File: src/rtl/i2c_target_regfile.sv
// I2C target exposing REGCOUNT byte registers plus one external read-only byte.
// Bus lines are resynchronised; all protocol decisions use the synchronised copies.
module i2c_target_regfile #(
  parameter int unsigned REGCOUNT = 20,
  parameter logic [6:0]  DEVADDR  = 7'h42,
  parameter bit          AUTO_INC = 1'b1
) (
  input  logic                  clock,
  input  logic                  reset,
  input  logic                  scl_in,
  input  logic                  sda_in,
  output logic                  sda_oe,
  input  logic [7:0]            parallel_in,
  output logic [8*REGCOUNT-1:0] registers_packed,
  output logic                  busy,
  output logic                  wr_strobe,
  output logic [7:0]            wr_index
);

  typedef enum logic [3:0] {
    IDLE,
    ADDR,
    ADDR_ACK,
    PTR,
    PTR_ACK,
    WDATA,
    WDATA_ACK,
    RDATA,
    RDATA_ACK
  } state_e;

  localparam logic [7:0] LAST = 8'(REGCOUNT);

  logic [2:0] scl_q;
  logic [2:0] sda_q;

  state_e     state_q, state_d;
  logic [3:0] cnt_q, cnt_d;
  logic [7:0] sh_q, sh_d;
  logic [7:0] ptr_q, ptr_d;
  logic       rw_q, rw_d;
  logic       ack_q, ack_d;
  logic       oe_q, oe_d;
  logic       busy_q, busy_d;
  logic       wstb_q, wstb_d;
  logic [7:0] widx_q, widx_d;
  logic [7:0] wdat_q, wdat_d;

  logic [7:0] regs_q [REGCOUNT];

  logic       scl_s, sda_s;
  logic       scl_rise, scl_fall;
  logic       start, stop;
  logic       rx_state, rx_done;
  logic [7:0] ptr_inc;
  logic [7:0] rd_cur, rd_nxt;

  // [0],[1] synchroniser, [2] previous synchronised value
  always_ff @(posedge clock or negedge reset) begin
    if (!reset) begin
      scl_q <= 3'b111;
      sda_q <= 3'b111;
    end else begin
      scl_q <= {scl_q[1:0], scl_in};
      sda_q <= {sda_q[1:0], sda_in};
    end
  end

  assign scl_s    = scl_q[1];
  assign sda_s    = sda_q[1];
  assign scl_rise = scl_q[1] & ~scl_q[2];
  assign scl_fall = ~scl_q[1] & scl_q[2];
  assign start    = scl_q[1] & scl_q[2] & ~sda_q[1] & sda_q[2];
  assign stop     = scl_q[1] & scl_q[2] & sda_q[1] & ~sda_q[2];

  assign rx_state = (state_q == ADDR) || (state_q == PTR) ||
                    (state_q == WDATA);
  assign rx_done  = scl_fall && (cnt_q == 4'd8);

  // Pointer REGCOUNT is the last readable slot, so wrap after it
  always_comb begin
    ptr_inc = ptr_q;
    if (AUTO_INC) begin
      ptr_inc = (ptr_q >= LAST) ? 8'h00 : ptr_q + 8'h01;
    end
  end

  always_comb begin
    rd_cur = 8'h00;
    rd_nxt = 8'h00;
    if (ptr_q == LAST) rd_cur = parallel_in;
    if (ptr_inc == LAST) rd_nxt = parallel_in;
    for (int i = 0; i < int'(REGCOUNT); i++) begin
      if (ptr_q == 8'(i)) rd_cur = regs_q[i];
      if (ptr_inc == 8'(i)) rd_nxt = regs_q[i];
    end
  end

  always_comb begin
    state_d = state_q;
    cnt_d   = cnt_q;
    sh_d    = sh_q;
    ptr_d   = ptr_q;
    rw_d    = rw_q;
    ack_d   = ack_q;
    oe_d    = oe_q;
    busy_d  = busy_q;
    wstb_d  = 1'b0;
    widx_d  = widx_q;
    wdat_d  = wdat_q;
    if (start) begin
      state_d = ADDR;
      cnt_d   = 4'd0;
      oe_d    = 1'b0;
      busy_d  = 1'b0;
    end else if (stop) begin
      state_d = IDLE;
      oe_d    = 1'b0;
      busy_d  = 1'b0;
    end else begin
      if (rx_state && scl_rise) begin
        sh_d  = {sh_q[6:0], sda_s};
        cnt_d = cnt_q + 4'd1;
      end
      unique case (state_q)
        IDLE: begin
          oe_d = 1'b0;
        end
        ADDR: begin
          if (rx_done) begin
            cnt_d = 4'd0;
            if (sh_q[7:1] == DEVADDR) begin
              state_d = ADDR_ACK;
              oe_d    = 1'b1;
              rw_d    = sh_q[0];
              busy_d  = 1'b1;
            end else begin
              state_d = IDLE;
            end
          end
        end
        ADDR_ACK: begin
          if (scl_fall) begin
            cnt_d = 4'd0;
            if (rw_q) begin
              state_d = RDATA;
              sh_d    = rd_cur;
              oe_d    = ~rd_cur[7];
            end else begin
              state_d = PTR;
              oe_d    = 1'b0;
            end
          end
        end
        PTR: begin
          if (rx_done) begin
            cnt_d   = 4'd0;
            ptr_d   = sh_q;
            state_d = PTR_ACK;
            oe_d    = 1'b1;
          end
        end
        PTR_ACK: begin
          if (scl_fall) begin
            state_d = WDATA;
            oe_d    = 1'b0;
          end
        end
        WDATA: begin
          if (rx_done) begin
            cnt_d   = 4'd0;
            state_d = WDATA_ACK;
            if (ptr_q < LAST) begin
              oe_d   = 1'b1;
              wstb_d = 1'b1;
              widx_d = ptr_q;
              wdat_d = sh_q;
              ptr_d  = ptr_inc;
            end
          end
        end
        WDATA_ACK: begin
          if (scl_fall) begin
            state_d = WDATA;
            oe_d    = 1'b0;
          end
        end
        RDATA: begin
          if (scl_rise) cnt_d = cnt_q + 4'd1;
          if (scl_fall) begin
            if (cnt_q == 4'd8) begin
              state_d = RDATA_ACK;
              oe_d    = 1'b0;
            end else begin
              sh_d = {sh_q[6:0], 1'b0};
              oe_d = ~sh_q[6];
            end
          end
        end
        RDATA_ACK: begin
          if (scl_rise) ack_d = ~sda_s;
          if (scl_fall) begin
            ptr_d = ptr_inc;
            cnt_d = 4'd0;
            if (ack_q) begin
              state_d = RDATA;
              sh_d    = rd_nxt;
              oe_d    = ~rd_nxt[7];
            end else begin
              state_d = IDLE;
              oe_d    = 1'b0;
            end
          end
        end
        default: begin
          state_d = IDLE;
          oe_d    = 1'b0;
        end
      endcase
    end
  end

  always_ff @(posedge clock or negedge reset) begin
    if (!reset) begin
      state_q <= IDLE;
      cnt_q   <= 4'd0;
      sh_q    <= 8'h00;
      ptr_q   <= 8'h00;
      rw_q    <= 1'b0;
      ack_q   <= 1'b0;
      oe_q    <= 1'b0;
      busy_q  <= 1'b0;
      wstb_q  <= 1'b0;
      widx_q  <= 8'h00;
      wdat_q  <= 8'h00;
    end else begin
      state_q <= state_d;
      cnt_q   <= cnt_d;
      sh_q    <= sh_d;
      ptr_q   <= ptr_d;
      rw_q    <= rw_d;
      ack_q   <= ack_d;
      oe_q    <= oe_d;
      busy_q  <= busy_d;
      wstb_q  <= wstb_d;
      widx_q  <= widx_d;
      wdat_q  <= wdat_d;
    end
  end

  // Commit lands the cycle after the strobe
  always_ff @(posedge clock or negedge reset) begin
    if (!reset) begin
      for (int i = 0; i < int'(REGCOUNT); i++) regs_q[i] <= 8'h00;
    end else if (wstb_q) begin
      for (int i = 0; i < int'(REGCOUNT); i++) begin
        if (widx_q == 8'(i)) regs_q[i] <= wdat_q;
      end
    end
  end

  for (genvar g = 0; g < int'(REGCOUNT); g++) begin : g_pack
    assign registers_packed[8*g +: 8] = regs_q[g];
  end

  assign sda_oe    = oe_q;
  assign busy      = busy_q;
  assign wr_strobe = wstb_q;
  assign wr_index  = widx_q;

endmodule

File: config.mk
export PLATFORM = sky130hd
export DESIGN_NAME = i2c_target_regfile
export DESIGN_NICKNAME = d
export VERILOG_FILES = /design/src/rtl/i2c_target_regfile.sv
export SDC_FILE = /design/constraint.sdc
export NUM_CORES = 1
export LEC_CHECK = 0
export BUFFER_PORTS_ARGS = -buffer_cell sky130_fd_sc_hd__buf_2
export CELL_PAD_IN_SITES_DETAIL_PLACEMENT = 1
export CELL_PAD_IN_SITES_GLOBAL_PLACEMENT = 2
export CORE_UTILIZATION = 36
export DETAILED_ROUTE_END_ITERATION = 7
export PLACE_DENSITY = 0.9
export SYNTH_ARGS = -nofsm -noshare
export SYNTH_HDL_FRONTEND = slang
export SYNTH_SLANG_ARGS = --single-unit
File: constraint.sdc
create_clock -name clock -period 4.3 [get_ports clock]
set_input_delay 1.29 -clock clock [delete_from_list [all_inputs] [get_ports clock]]
set_output_delay 1.29 -clock clock [all_outputs]
set_load 0.02 [all_outputs]
==> metrics.txt <==
root buf cell=clkbuf_16; vias=around 13000; Power per Cell Area=approximately 540 nW/um^2; remaining antenna violation count after routing=0; yosys warns=0; Setup WS pre-CTS=around 0.6 ns; WP data arrival=about 4.4 ns; core box area=34500 sq um; routed wire length=65.8 mm; die area=35700 sq um; Pre-Repair DR Iteration Count=5; worst skew pair latency=around 0.56 ns; Synth top cells by count=dfrtp_1 (205), mux2_2 (180), nand2_1 (107); Filler cells=about 4000; EDFF count, synth=0; setup TNS=0 ns; fin nets=~1500; grt ovf=0; initial antenna violation count=0; H-tree depth=1; Starting Density=between 30% and 40%; critical setup path kind=register to register; # port buffers=182; # Post-CTS Setup Buffers=0; FF-to-FF setup slack=about 0.37 ns; final setup vio count=0; ys flop type=dfrtp_1; crit path max fanout=37; Seq cells post-synth=~210; # diodes=0; DP Wirelength=between 40 and 50 mm; Unique masters post-synth=83; area delta synth->final=19.9%; post-cts gate resize count=0; HP Class=register to register; CTS tree=built; leak pwr=~7 nW; CTS Hold Buffers Added=0; Final Critical Period=3.93 ns; vias in the first global route=around 13000; Clk pin slew, worst setup/hold paths=0.06 ns; max_slew headroom=17.0%; Worst VDD drop=approximately 0.31 mV; Die X=roughly 190 um; clk buf depth=3; Synth area leaders=dfrtp_1 (41%), mux2_2 (16%), nand2_1 (3.2%); crit end category=register; post-synth top area cell=dfrtp_1; skew final=about 0.029 ns; Crit path required time=4.72 ns; WL per Instance=33.7 um; cells after synthesis=1305; I/O pin count=183; TritonCTS Buffers=25; Max Clk Rate=roughly 0.25 GHz; sequential area share after synthesis=around two fifths; share of layout cells above drive strength 1=roughly 33%; unrepaired setup endpoints after global routing=false; Tot GR Track Use=36.6%; Avg Cell Area, Syn=9.65 sq um; Core Util, Final=43.8%; Slew @ Worst Pin=between 1 and 1.5 ns; Fin Hold WS=between 0.3 and 0.4 ns; Final period util=about nine tenths; final slew viol count=0; first-pass GRT wire length=95.1 mm; final worst slack=0.368 ns; die extent in y=189 um; final hold vios=0; num rows=68; async set-reset flop share out of synthesis=100%; Mapped Area=around 13000 sq um; Startpoint Class=register; post-synth top area share=between 40% and 50%; DR vias/cell=~6.6; run status=completed; Initial DRC Count=around 1300; MaxCap Viol Count=0; routability congestion estimate=1.00; Clock Sinks=roughly 210; Synth Net Count=1323; most frequent cell after synthesis=dfrtp_1; largest net degree at the start of global routing=95; DR DRC count=0
==> through the flow <==
step	cells	power [mW]	cell area, sq um
after floorplan	1305	4.31	12600
after global placement	1911	5.75	14200
after detailed placement	1911	5.78	14200
after CTS	1955	8.08	15100
after global routing	1955	8.44	15100
final	1955	8.18	15100
==> cell families (layout without fill, tap and decap cells) <==
logic type | count (synthesis) | count (layout) | synth area share (%)
AOI/OAI and AO/OA | 377 | 377 | 20.5
xor gates and xnor gates | 8 | 8 | 0.556
adders and majority gates | 6 | 6 | 0.596
buffers and inverters | 109 | 304 | 3.36
DFF | 211 | 211 | 42.0
muxes | 192 | 192 | 17.2
and+or+nand+nor | 402 | 402 | 15.7
==> placed cells by master (no fill, tap or decap), types with 17 or more instances in the layout <==
master,instances
nor2_1,101
dfrtp_1,205
a221oi_1,19
o211ai_1,21
buf_2,181
nor3_1,28
mux2_2,180
o22ai_1,26
nand4_1,24
inv_1,17
nand3_1,47
buf_4,58
a21oi_1,69
clkbuf_16,25
a22oi_1,22
o21ai_0,70
nand2_1,107
a31oi_1,20
==> sequential cells by signal, indices dropped and copies added, names as in the netlist <==
signal,cells
state_q,4
rw_q,1
wdat_q,8
sda_oe,1
ack_q,1
ptr_q,8
wr_strobe,1
registers_packed,160
wr_index,8
cnt_q,4
sda_q,3
scl_q,3
busy,1
sh_q,8
==> critical path, stage by stage, from the launching register on <==
cell and delay [ns]:
dfrtp_1 0.34, buf_4 0.43, ha_1 0.44, xnor2_1 0.20, nor2_1 0.24, buf_4 0.24, a22o_1 0.23, a222oi_1 0.70
nand4_1 0.17, a211oi_1 0.32, o21ai_1 0.17, a211o_1 0.31
==> where the power goes <==
part	switching, mW	total [mW]	internal [mW]
clock network	0.869	2.29	1.42
logic	2.48	3.53	1.05
registers	0.275	2.36	2.09
total	3.62	8.18	4.56
==> area by class of cell <==
type                    count  area (sq um)  share of cell area (%)
clock buffers              38           744                    4.93
clock inverters             6           130                   0.862
inverters                  18          67.6                   0.447
multi-input cells         985          6910                    45.7
flip-flops and latches    211          5290                    35.0
well taps                 455           569                    3.77
repair buffers            242          1400                    9.25
==> path summary, 6_finish.rpt <==
path / startpoint / end / depth (start not counted)
setup / recovery: ptr_q[0] / sh_q[4] / 11
hold / removal: sda_q[0] / sda_q[1] / 0
setup reg to reg: ptr_q[0] / sh_q[4] / 11
hold reg to reg: sda_q[0] / sda_q[1] / 0
max in group asynchronous: reset / sh_q[4] / 2
min in group asynchronous: reset / cnt_q[2] / 1
==> metal layers <==
| layer | global-route usage (%) | vias to the layer above | wire (um) |
|---|---|---|---|
| met5 | 0 | - | 0 |
| met4 | 16.8 | 0 | 3590 |
| met3 | 5.54 | 176 | 4760 |
| met2 | 59.0 | 742 | 30400 |
| met1 | 48.4 | 6698 | 27000 |
| li1 | - | 5342 | - |
Power figures use the tool's default switching activity.
